**src/rtl/alu_exec_unit.sv**
```systemverilog
// alu_exec_unit: execute-stage ALU with single-cycle logic/arith/compare ops and
// iterative one-bit-per-cycle shifts behind valid/ready handshakes.
module alu_exec_unit #(
  parameter int XLEN    = 64,
  parameter int SHAMT_W = 6
) (
  input  logic            clk,
  input  logic            rst_n,
  input  logic            in_valid,
  output logic            in_ready,
  input  logic [3:0]      alu_ctrl,
  input  logic [XLEN-1:0] op_a,
  input  logic [XLEN-1:0] op_b,
  output logic            out_valid,
  input  logic            out_ready,
  output logic [XLEN-1:0] out_result,
  output logic            out_zero,
  output logic            out_illegal,
  output logic            busy
);
  localparam logic [3:0] OP_AND  = 4'b0000;
  localparam logic [3:0] OP_OR   = 4'b0001;
  localparam logic [3:0] OP_ADD  = 4'b0010;
  localparam logic [3:0] OP_SLL  = 4'b0011;
  localparam logic [3:0] OP_SLT  = 4'b0100;
  localparam logic [3:0] OP_SLTU = 4'b0101;
  localparam logic [3:0] OP_SUB  = 4'b0110;
  localparam logic [3:0] OP_XOR  = 4'b0111;
  localparam logic [3:0] OP_SRL  = 4'b1000;
  localparam logic [3:0] OP_SRA  = 4'b1010;

  typedef enum logic [1:0] {IDLE, SHIFT, DONE} state_t;

  state_t               state_q, state_d;
  logic [XLEN-1:0]      acc_q, acc_d, res_q, res_d;
  logic [SHAMT_W-1:0]   cnt_q, cnt_d;
  logic [3:0]           op_q, op_d;
  logic                 zero_q, zero_d, ill_q, ill_d;
  logic [XLEN-1:0]      alu_res, step;
  logic                 alu_ill, is_shift, accept;
  logic [SHAMT_W-1:0]   shamt;

  assign shamt    = op_b[SHAMT_W-1:0];
  assign is_shift = (alu_ctrl == OP_SLL) | (alu_ctrl == OP_SRL) | (alu_ctrl == OP_SRA);
  assign in_ready = (state_q == IDLE);
  assign accept   = in_valid & in_ready;

  // Shift ops report op_a here; that value is only consumed when shamt is 0.
  always_comb begin
    alu_res = '0;
    alu_ill = 1'b0;
    case (alu_ctrl)
      OP_AND:  alu_res = op_a & op_b;
      OP_OR:   alu_res = op_a | op_b;
      OP_ADD:  alu_res = op_a + op_b;
      OP_SUB:  alu_res = op_a - op_b;
      OP_XOR:  alu_res = op_a ^ op_b;
      OP_SLT:  alu_res = {{(XLEN-1){1'b0}}, $signed(op_a) < $signed(op_b)};
      OP_SLTU: alu_res = {{(XLEN-1){1'b0}}, op_a < op_b};
      OP_SLL, OP_SRL, OP_SRA: alu_res = op_a;
      default: alu_ill = 1'b1;
    endcase
  end

  assign step = (op_q == OP_SLL) ? {acc_q[XLEN-2:0], 1'b0}
                                 : {(op_q == OP_SRA) & acc_q[XLEN-1], acc_q[XLEN-1:1]};

  always_comb begin
    state_d = state_q;
    acc_d   = acc_q;
    cnt_d   = cnt_q;
    op_d    = op_q;
    res_d   = res_q;
    zero_d  = zero_q;
    ill_d   = ill_q;
    case (state_q)
      IDLE: if (accept) begin
        if (is_shift && shamt != '0) begin
          acc_d   = op_a;
          cnt_d   = shamt;
          op_d    = alu_ctrl;
          state_d = SHIFT;
        end else begin
          res_d   = alu_res;
          zero_d  = (alu_res == '0);
          ill_d   = alu_ill;
          state_d = DONE;
        end
      end
      SHIFT: begin
        acc_d = step;
        cnt_d = cnt_q - SHAMT_W'(1);
        if (cnt_q == SHAMT_W'(1)) begin
          res_d   = step;
          zero_d  = (step == '0);
          ill_d   = 1'b0;
          state_d = DONE;
        end
      end
      DONE: state_d = out_ready ? IDLE : DONE;
      default: state_d = IDLE;
    endcase
  end

  always_ff @(posedge clk or negedge rst_n) begin
    if (!rst_n) begin
      state_q <= IDLE;
      acc_q   <= '0;
      cnt_q   <= '0;
      op_q    <= '0;
      res_q   <= '0;
      zero_q  <= 1'b0;
      ill_q   <= 1'b0;
    end else begin
      state_q <= state_d;
      acc_q   <= acc_d;
      cnt_q   <= cnt_d;
      op_q    <= op_d;
      res_q   <= res_d;
      zero_q  <= zero_d;
      ill_q   <= ill_d;
    end
  end

  assign out_valid   = (state_q == DONE);
  assign busy        = (state_q != IDLE);
  assign out_result  = res_q;
  assign out_zero    = zero_q;
  assign out_illegal = ill_q;
endmodule
```
**config.mk**
```make
export PLATFORM = sky130hd
export DESIGN_NAME = alu_exec_unit
export DESIGN_NICKNAME = d
export VERILOG_FILES = /design/src/rtl/alu_exec_unit.sv
export SDC_FILE = /design/constraint.sdc
export NUM_CORES = 1
export LEC_CHECK = 0
export ABC_AREA = 1
export ABC_CLOCK_PERIOD_IN_PS = 2550
export CAP_MARGIN = 20
export CORE_UTILIZATION = 25
export DETAILED_ROUTE_END_ITERATION = 10
export HOLD_SLACK_MARGIN = 0.02
export PLACE_DENSITY = 0.51
export REMOVE_ABC_BUFFERS = 1
export SLEW_MARGIN = 0
export SYNTH_ARGS = -nofsm -noshare
export SYNTH_HDL_FRONTEND = slang
export SYNTH_SLANG_ARGS = --single-unit
export TNS_END_PERCENT = 100
```
**constraint.sdc**
```tcl
create_clock -name clk -period 2.55 [get_ports clk]
set_input_delay 0.255 -clock clk [delete_from_list [all_inputs] [get_ports clk]]
set_output_delay 0.255 -clock clk [all_outputs]
set_load 0.01 [all_outputs]
```
# [Word-level counts from Yosys, hierarchy flattened]
# Cells that the tools add are included.
# W data, S select, Z words.
[totals] reg_bits=142
[classes] addsub=3 n_lt_le_gt_ge=2 eq_ne=18 mux=26 bitwise=7 n_reduce_logical=14
[ops] cell="$pmux W64 S8" n=1
[ops] cell="$mux W64" n=6
[ops] cell="$pmux W64 S2" n=2
[ops] cell="$logic_not A64 Y1" n=2
[ops] cell="$lt A64 B64 Y1" n=2
[ops] cell="$add A64 B64 Y64" n=1
[ops] cell="$and A64 B64 Y64" n=1
[ops] cell="$or A64 B64 Y64" n=1
[ops] cell="$sub A64 B64 Y64" n=1
[ops] cell="$xor A64 B64 Y64" n=1
[ops] cell="$eq A4 B3 Y1 const B" n=4
[ops] cell="$eq A4 B2 Y1 const B" n=3
[ops] cell="$eq A4 B4 Y1 const B" n=3
[ops] cell="$mux W6" n=2
[ops] cell="$pmux W6 S2" n=1
[ops] cell="$reduce_or A10 Y1" n=1
[ops] cell="$mux W2" n=4
[ops] cell="$mux W1" n=7
[ops] cell="$eq A6 B1 Y1 const B" n=1
[ops] cell="$pmux W2 S3" n=1
[ops] cell="$reduce_and A3 Y1" n=2
[ops] cell="$reduce_bool A6 Y1" n=1
[ops] cell="$sub A6 B1 Y6 const B" n=1
[ops] cell="$eq A4 B1 Y1 const B" n=1
[ops] cell="14 further kinds" n=20

# [Longest topological paths before layout]
# Gate-level depths: netlist of the first run.
[depth] ltp_word=7 depth_mapped=26 depth_no_buf=25

# [Worst setup path before layout of the first run]
# OpenSTA, ideal clock, no wires.
[synth_timing] path_type="input to register" from="input port op_a[0]" to="register zero_q, in the netlist out_zero" setup_time_ps=77 arrival_time_ps=2335 t_required_ps=2473 slack_ps=138 stages=24 path_buffers=0 cell_sequence="ha_1 inv_1 fa_1 inv_1 nand2_1 nand2_1 nand3_1 nand2_1 nand2_1 nand2_2 nand2_1 nand2_1 nand2_1 nand2_1 nand2_1 nand3_1 nand2_1 nor2_1 nand2_1 nor2_1 nand2_1 nor2_1 nand3_1 a21oi_1"
[synth_via] elab_chain_cells=6
[synth_lines] item="start, declared" line_no="12" source="input logic [XLEN-1:0] op_a,"
[synth_lines] item="$sub A64 B64 Y64, or another cell as far along" line_no="56" source="OP_SUB: alu_res = op_a - op_b;"
[synth_lines] item="$pmux W64 S8 *" line_no="52" source="case (alu_ctrl)"
[synth_lines] item="$logic_not A64 Y1 *" line_no="85" source="zero_d = (alu_res == '0);"
[synth_lines] item="$mux W1 *" line_no="78" source="if (is_shift && shamt != '0) begin"
[synth_lines] item="$mux W1 *" line_no="77" source="IDLE: if (accept) begin"
[synth_lines] item="$pmux W1 S2 *" line_no="76" source="case (state_q)"
[synth_lines] item="end signal, assigned" line_no="120" source="zero_q <= zero_d;"
[synth_lines] item="end, declared" line_no="38" source="logic zero_q, zero_d, ill_q, ill_d;"
# Mark *: on every way between the ends. The rest lies on a longest branch, timed or not. The select of a mux whose other input is x is not followed.
# A chain may end at the register's enable or synchronous reset.

# [Worst setup path in the final report of the first run]
[layout_timing] from="input port op_b[18]" to="register zero_q, in the netlist out_zero"
[layout_via] elab_chain_cells=6
[layout_lines] item="start, declared" line_no="13" source="input logic [XLEN-1:0] op_b,"
[layout_lines] item="$sub A64 B64 Y64, or another cell as far along" line_no="56"
[layout_lines] item="$pmux W64 S8 *" line_no="52"
[layout_lines] item="$logic_not A64 Y1 *" line_no="85"
[layout_lines] item="$mux W1 *" line_no="78"
[layout_lines] item="$mux W1 *" line_no="77"
[layout_lines] item="$pmux W1 S2 *" line_no="76"
# Marks and branches as above.

==> results.yml, run 1 <==
routing:
  ant_nets: 0
  route.top_layer_used: "met5"
  first_pass_iters: 6
  drt-met1-wl_um: 61900
  first_iter_violations: 3185
  route.detailed.drc: 0
  dr_total_vias: 31922
  dr_wl_met3_um: 11700
  wl_met2_um: 59100
  viasPerCell: 4.87
  wl_per_cell_um: 21.0
  drt-total-wl_um: 137000
cts:
  root_buffer: "clkbuf_16"
  htree_levels: 4
  clk_pin_slew_ps: 70
  clk_latency_ps: 530
  cts_tree: "yes"
  clockBufferDepth: 2
  clock_sinks: 142
  cts_made_buffers: 17
status:
  violations: "setup timing"
  run_status: "finished, violations left"
placed_design:
  gp_congestion: 1.08
  io_buffers: 204
  place_ws_ps: -1680
  place_hpwl_um: 116000
worst_setup_path:
  crit_arrival_ps: 3070
  worst-path-max-fanout: 5
  critPathKind: "in2reg"
  endpoint_kind: "flop"
  start_kind: "input port"
  cp.required_ps: 3000
  worstRegToRegCells: 11
global_route:
  grt_start_max_net_pins: 64
  grt_usage: 0.290
  antenna_found_initial: 4
  grt_pass1_wl_um: 197000
  grt_pass1_vias: 30357
  grt_overflow: 0
sta:
  relSlewSlack: 0.528
  worst_pin_slew_ps: 708
  skew_ps: 26.9
  fmax_ghz: 0.382
  grt_setup_unrepaired: "yes"
  worst_slack_ps: -68.1
  period_share: 1.03
  hold-worst-slack_ps: 156
  setup_viol_count_final: 1
  fin_crit_ps: 2620
  finalMaxSlewViolations: 0
  hold_violations: 0
logic_synthesis:
  yosysSeqAreaShare: 0.156
  synth_area_leaders: "nand2_1 (21%), dfrtp_1 (16%), inv_1 (14%), ha_1 (12%), nor2_1 (7.4%)"
  yosysUniqueCellTypes: 44
  yosys.area.top_type_share: 0.213
  syn-instance-count: 4127
  syn_area_per_cell_um2: 5.53
  yosysWarnings: 0
  synthesis.area_um2: 22800
  synth_top_area_cell: "nand2_1"
  ys_seq_elements: 142
die:
  dieWidth_um: 304
  dieArea_um2: 92500
  ios: 205
  die_h_um: 304
  rows: 110
  start_util: 0.253
  core_area_um2: 90300
power:
  vdd_drop_max_v: 0.000390
  p_leak_nw: 21.3
  power_density_nw_per_um2: 309
final_layout:
  area_delta_synth_final_pct: 69.9
  fin_nets: 5713
  drive_above_1_share: 0.395
min_path:
  hold_depth: 4
  hold_class: "in2reg"
job:
  max_cap_viol_count: 0
[area by class of cell]
class / count / area [µm²]
antenna: 1 / 2.50
clock buffer: 21 / 450
clock inverter: 10 / 164
fill: 9715 / 51500
inverter: 851 / 3200
multi-input combinational: 2987 / 18800
sequential: 142 / 3550
tap: 1176 / 1470
timing repair buffer: 1362 / 11100
[power breakdown]
part,total [W],internal (W),switching [W]
Combinational,0.00684,0.00291,0.00393
Sequential,0.00225,0.00225,0
Clock,0.00291,0.00165,0.00126
[metrics by stage]
stage                     power, W  area (µm²)   util  TNS (ps)  std cells
after floorplan            0.00454       22100      -   -454940       3980
after global placement     0.00792       34200  0.378    -62520       6454
after detailed placement   0.00790       34200  0.378    -63680       6454
after CTS                   0.0114       36900  0.409      -676       6510
after global routing        0.0125       38800  0.430      -232       6549
final                       0.0120       38800  0.430     -68.1       6550
[path summary, 6_finish.rpt]
| kind | from | end | slack (ps) |
|---|---|---|---|
| worst max register to register | op_q[3] | out_zero | 30 |
| worst max-delay path | op_b[18] | out_zero | -70 |
| min in group asynchronous | rst_n | out_result[50] | 200 |
| worst min register to register | op_q[2] | op_q[2] | 470 |
| max in group asynchronous | rst_n | out_result[23] | 1570 |
| worst min-delay path | op_b[3] | cnt_q[3] | 160 |
[cells in the final DEF, fill, tap and decap left out, types with 28 or more instances in the layout]
cell type / instances
nand3_2: 44
o21ai_0: 119
buf_6: 44
o221ai_1: 59
dfrtp_1: 142
nand2_1: 1070
nand2_4: 39
nand2_2: 200
a221oi_1: 48
nor2_2: 95
buf_4: 1094
nand4_1: 50
nor2_4: 85
a21oi_2: 57
inv_1: 706
or2_2: 55
o22ai_1: 62
buf_12: 28
nor2_1: 286
ha_1: 145
a31oi_1: 64
ha_4: 63
inv_2: 144
nand3_1: 210
a21oi_1: 68
clkbuf_2: 50
dlymetal6s2s_1: 64
clkdlybuf4s50_1: 74
[registers in the layout, indices dropped and copies added (netlist names)]
register and count:
acc_q 64, out_result 64, cnt_q 6, op_q 4, state_q 2, out_illegal 1, out_zero 1
[synth_stat cells (all sizes together)]
master   number
o221ai       59
a41oi         1
nand3       271
a22o          1
a21oi       139
a211oi        6
o21a          1
a31oi        64
o21bai       20
or2          55
nand4        50
o21ai       159
nor2        466
o31ai         1
dfrtp       142
o22ai        62
fa            2
a21boi        2
nor4          6
o2111ai       1
nand3b        3
and2          3
clkbuf       44
nand2      1309
ha          214
a21o          1
a221oi       48
o211ai        7
buf         103
a22oi         2
and3          1
inv         851
nor3         32
o41ai         1
[layer usage]
| metal | vias up | GRT usage |
|---|---|---|
| li1 | 15457 | - |
| met1 | 15060 | 0.406 |
| met2 | 1224 | 0.447 |
| met3 | 177 | 0.0449 |
| met4 | 4 | 0.0992 |
| met5 | - | 0 |
[cell families after synthesis]
kind of cell | count (synthesis) | share of synthesized area
AO/OA/AOI/OAI | 575 | 0.156
adder cells (fa/ha/maj) | 216 | 0.119
buffers and inverters | 998 | 0.173
flip-flops | 142 | 0.156
AND/OR/NAND/NOR | 2196 | 0.397
[timing repair]
item | 4_1_cts | 5_1_grt
pin swaps | 73 | 188
buffers inserted | 24 | 40
endpoints found under the setup margin | 55 | 48
endpoints found under the hold margin | 32 | 0
hold buffers | 1 | 0
resized for setup | 602 | 719
[critical path, cell delays in order]
cell and delay (ps):
clkbuf_2 110, inv_2 50, ha_4 300, nand2_4 50, inv_2 50, nand2_1 50, nor2_1 100, buf_4 150
nand4_1 270, nand3_1 200, buf_6 150, buf_4 110, nand2_1 60, nand3_1 90, nand2_1 70, nand3_2 60
nand2_1 70, nor2_1 90, buf_4 130, nand2_4 70, nor2_4 130, nand2_1 70, nor2_2 140, nand3_2 90
a21oi_2 130
No activity file was read; power rests on OpenSTA's default activity.
==> run 2, diff against run 1 <==
--- a/config.mk
+++ b/config.mk
@@ -9,8 +9,9 @@
 export ABC_CLOCK_PERIOD_IN_PS = 2550
 export CAP_MARGIN = 20
+export CORE_MARGIN = 1.5
 export CORE_UTILIZATION = 25
 export DETAILED_ROUTE_END_ITERATION = 10
 export HOLD_SLACK_MARGIN = 0.02
-export PLACE_DENSITY = 0.51
+export PLACE_DENSITY = 0.52
 export REMOVE_ABC_BUFFERS = 1
 export SLEW_MARGIN = 0
==> constraint.sdc (replaced) <==
create_clock -name clk -period 2.55 [get_ports clk]
set_input_delay 0.255 -clock clk [delete_from_list [all_inputs] [get_ports clk]]
set_output_delay 0.255 -clock clk [all_outputs]
set_load 0.005 [all_outputs]
==> results.yml, run 2 (synthesized netlist as in run 1, its figures left out) <==
die:
  dieWidth_um: 305
  start_util: 0.253
  die_h_um: 305
  rows: 110
  ios: 205
  dieArea_um2: 93100
  core_area_um2: 90300
worst_setup_path:
  endpoint_kind: "flop"
  r2r-end: "out_zero"
  critPathKind: "in2reg"
  worstRegToRegCells: 11
  start_kind: "input port"
  crit_family: "simple AND/OR/NAND/NOR gates"
  cp-startpoint: "op_a[43]"
  cp_num_buf_inv: 5
  worst-path-max-fanout: 5
  r2r_slack_ps: 70
  cp.required_ps: 3010
  crit_end: "out_zero"
  slowest_delay_ps: 290
  path_cells: "clkdlybuf4s15_2, inv_2, ha_4, buf_4, nand2_1, nand2_2, nand2_2, nand3_4, a21oi_4, buf_4, buf_4, o21bai_4, nor2_1, nand3_1, nand3_1, nand2_1, nor2_2, nand2_1, nor3_4, nand3_2, a21oi_2"
  critical_path_depth: 21
  r2r_start: "op_q[3]"
  crit_arrival_ps: 3000
  slowest_stage: "ha_4"
cts:
  clk_pin_slew_ps: 80
  clk_latency_ps: 530
  cts_tree: "yes"
  clock_sinks: 142
  htree_levels: 4
  cts_made_buffers: 17
  root_buffer: "clkbuf_16"
  clockBufferDepth: 2
placed_design:
  place_ws_ps: -1610
  io_buffers: 204
  gp_congestion: 1.07
  place_hpwl_um: 118000
  place_area_um2: 34800
final_layout:
  fin_util: 0.460
  area_delta_synth_final_pct: 81.8
  fin_nets: 5876
  drive_above_1_share: 0.485
  final_cell_mix: "buf_4 (1195), nand2_1 (885), inv_1 (624)"
  diodes: 0
  stdcell_area_um2: 41500
  layout_commonest_cell: "buf_4"
sta:
  relSlewSlack: 0.574
  finalMaxSlewViolations: 0
  worst_pin_slew_ps: 640
  hold-worst-slack_ps: 134
  worst_slack_ps: 8.61
  hold_violations: 0
  fin_crit_ps: 2540
  grt_setup_unrepaired: "yes"
  fin_setup_tns_ps: 0
  skew_ps: 19.3
  fmax_ghz: 0.393
  setup_viol_count_final: 0
  period_share: 0.997
routing:
  ant_nets: 0
  wl_per_cell_um: 21.2
  first_iter_violations: 2994
  dr_total_vias: 32737
  route.detailed.drc: 0
  first_pass_iters: 5
  viasPerCell: 4.88
  drt-total-wl_um: 142000
job:
  max_cap_viol_count: 0
global_route:
  antenna_found_initial: 2
  grt_pass1_vias: 30787
  grt_overflow: 0
  grt_pass1_wl_um: 199000
  grt_start_max_net_pins: 82
  grt_usage: 0.291
power:
  vdd_drop_max_v: 0.000325
  p_leak_nw: 22.1
  power_density_nw_per_um2: 308
status:
  run_status: "finished clean"
min_path:
  hold_class: "in2reg"
[run 2: per-stage QoR]
step / total power [W] / cells
floorplan: 0.00454 / 3980
global placement: 0.00810 / 6540
detailed placement: 0.00808 / 6540
CTS: 0.0119 / 6654
global route: 0.0133 / 6713
finish: 0.0128 / 6713
[run 2: cell type report]
class | count | area (µm²)
clock buffers | 19 | 433
repair buffers | 1525 | 12500
flip-flops and latches | 142 | 3550
fillers | 9557 | 48800
clock inverters | 13 | 190
inverters | 851 | 3230
multi-input cells | 2987 | 20200
well taps | 1176 | 1470
[run 2: worst reg2reg max path, cell delays in order, from the launching register on]
cell,delay [ps]
dfrtp_1,390
inv_1,70
nand4_1,150
buf_4,190
buf_12,150
buf_12,210
o21ai_0,230
nand4_1,210
nor4_2,310
buf_4,210
a41oi_2,150
a21oi_2,160
[run 2: timing repair]
action | CTS | global route
buffers inserted | 84 | 69
setup endpoints to repair | 56 | 19
gates resized for setup | 1213 | 799
endpoints found under the hold margin | 47 | 0
pin swaps | 225 | 341
hold buffers | 1 | 0
gates cloned | 0 | 2
[run 2: how the worst min path moves through the flow]
stage	start	to	cells past startpoint
after detailed placement	rst_n	out_result[38]	1
after CTS	op_a[0]	acc_q[0]	4
after global placement	rst_n	out_result[38]	1
after floorplan	rst_n	acc_q[0]	0
after global routing	op_b[2]	cnt_q[2]	4
final	op_b[2]	cnt_q[2]	4
[run 2: metal layers]
metal / GRT usage / up-vias / share of wire / wire [µm]
met5: 0 / - / 0.000091 / 13
met4: 0.118 / 2 / 0.041 / 5830
met3: 0.0411 / 222 / 0.073 / 10400
met2: 0.449 / 1214 / 0.44 / 62000
met1: 0.406 / 15521 / 0.45 / 63900
li1: - / 15778 / - / -
[run 2: where the power goes]
group	internal, W	leakage [nW]	total [W]	switching (W)
sequential	0.00225	1.89	0.00225	0
combinational	0.00334	19.9	0.00761	0.00427
clock	0.00164	0.290	0.00292	0.00129
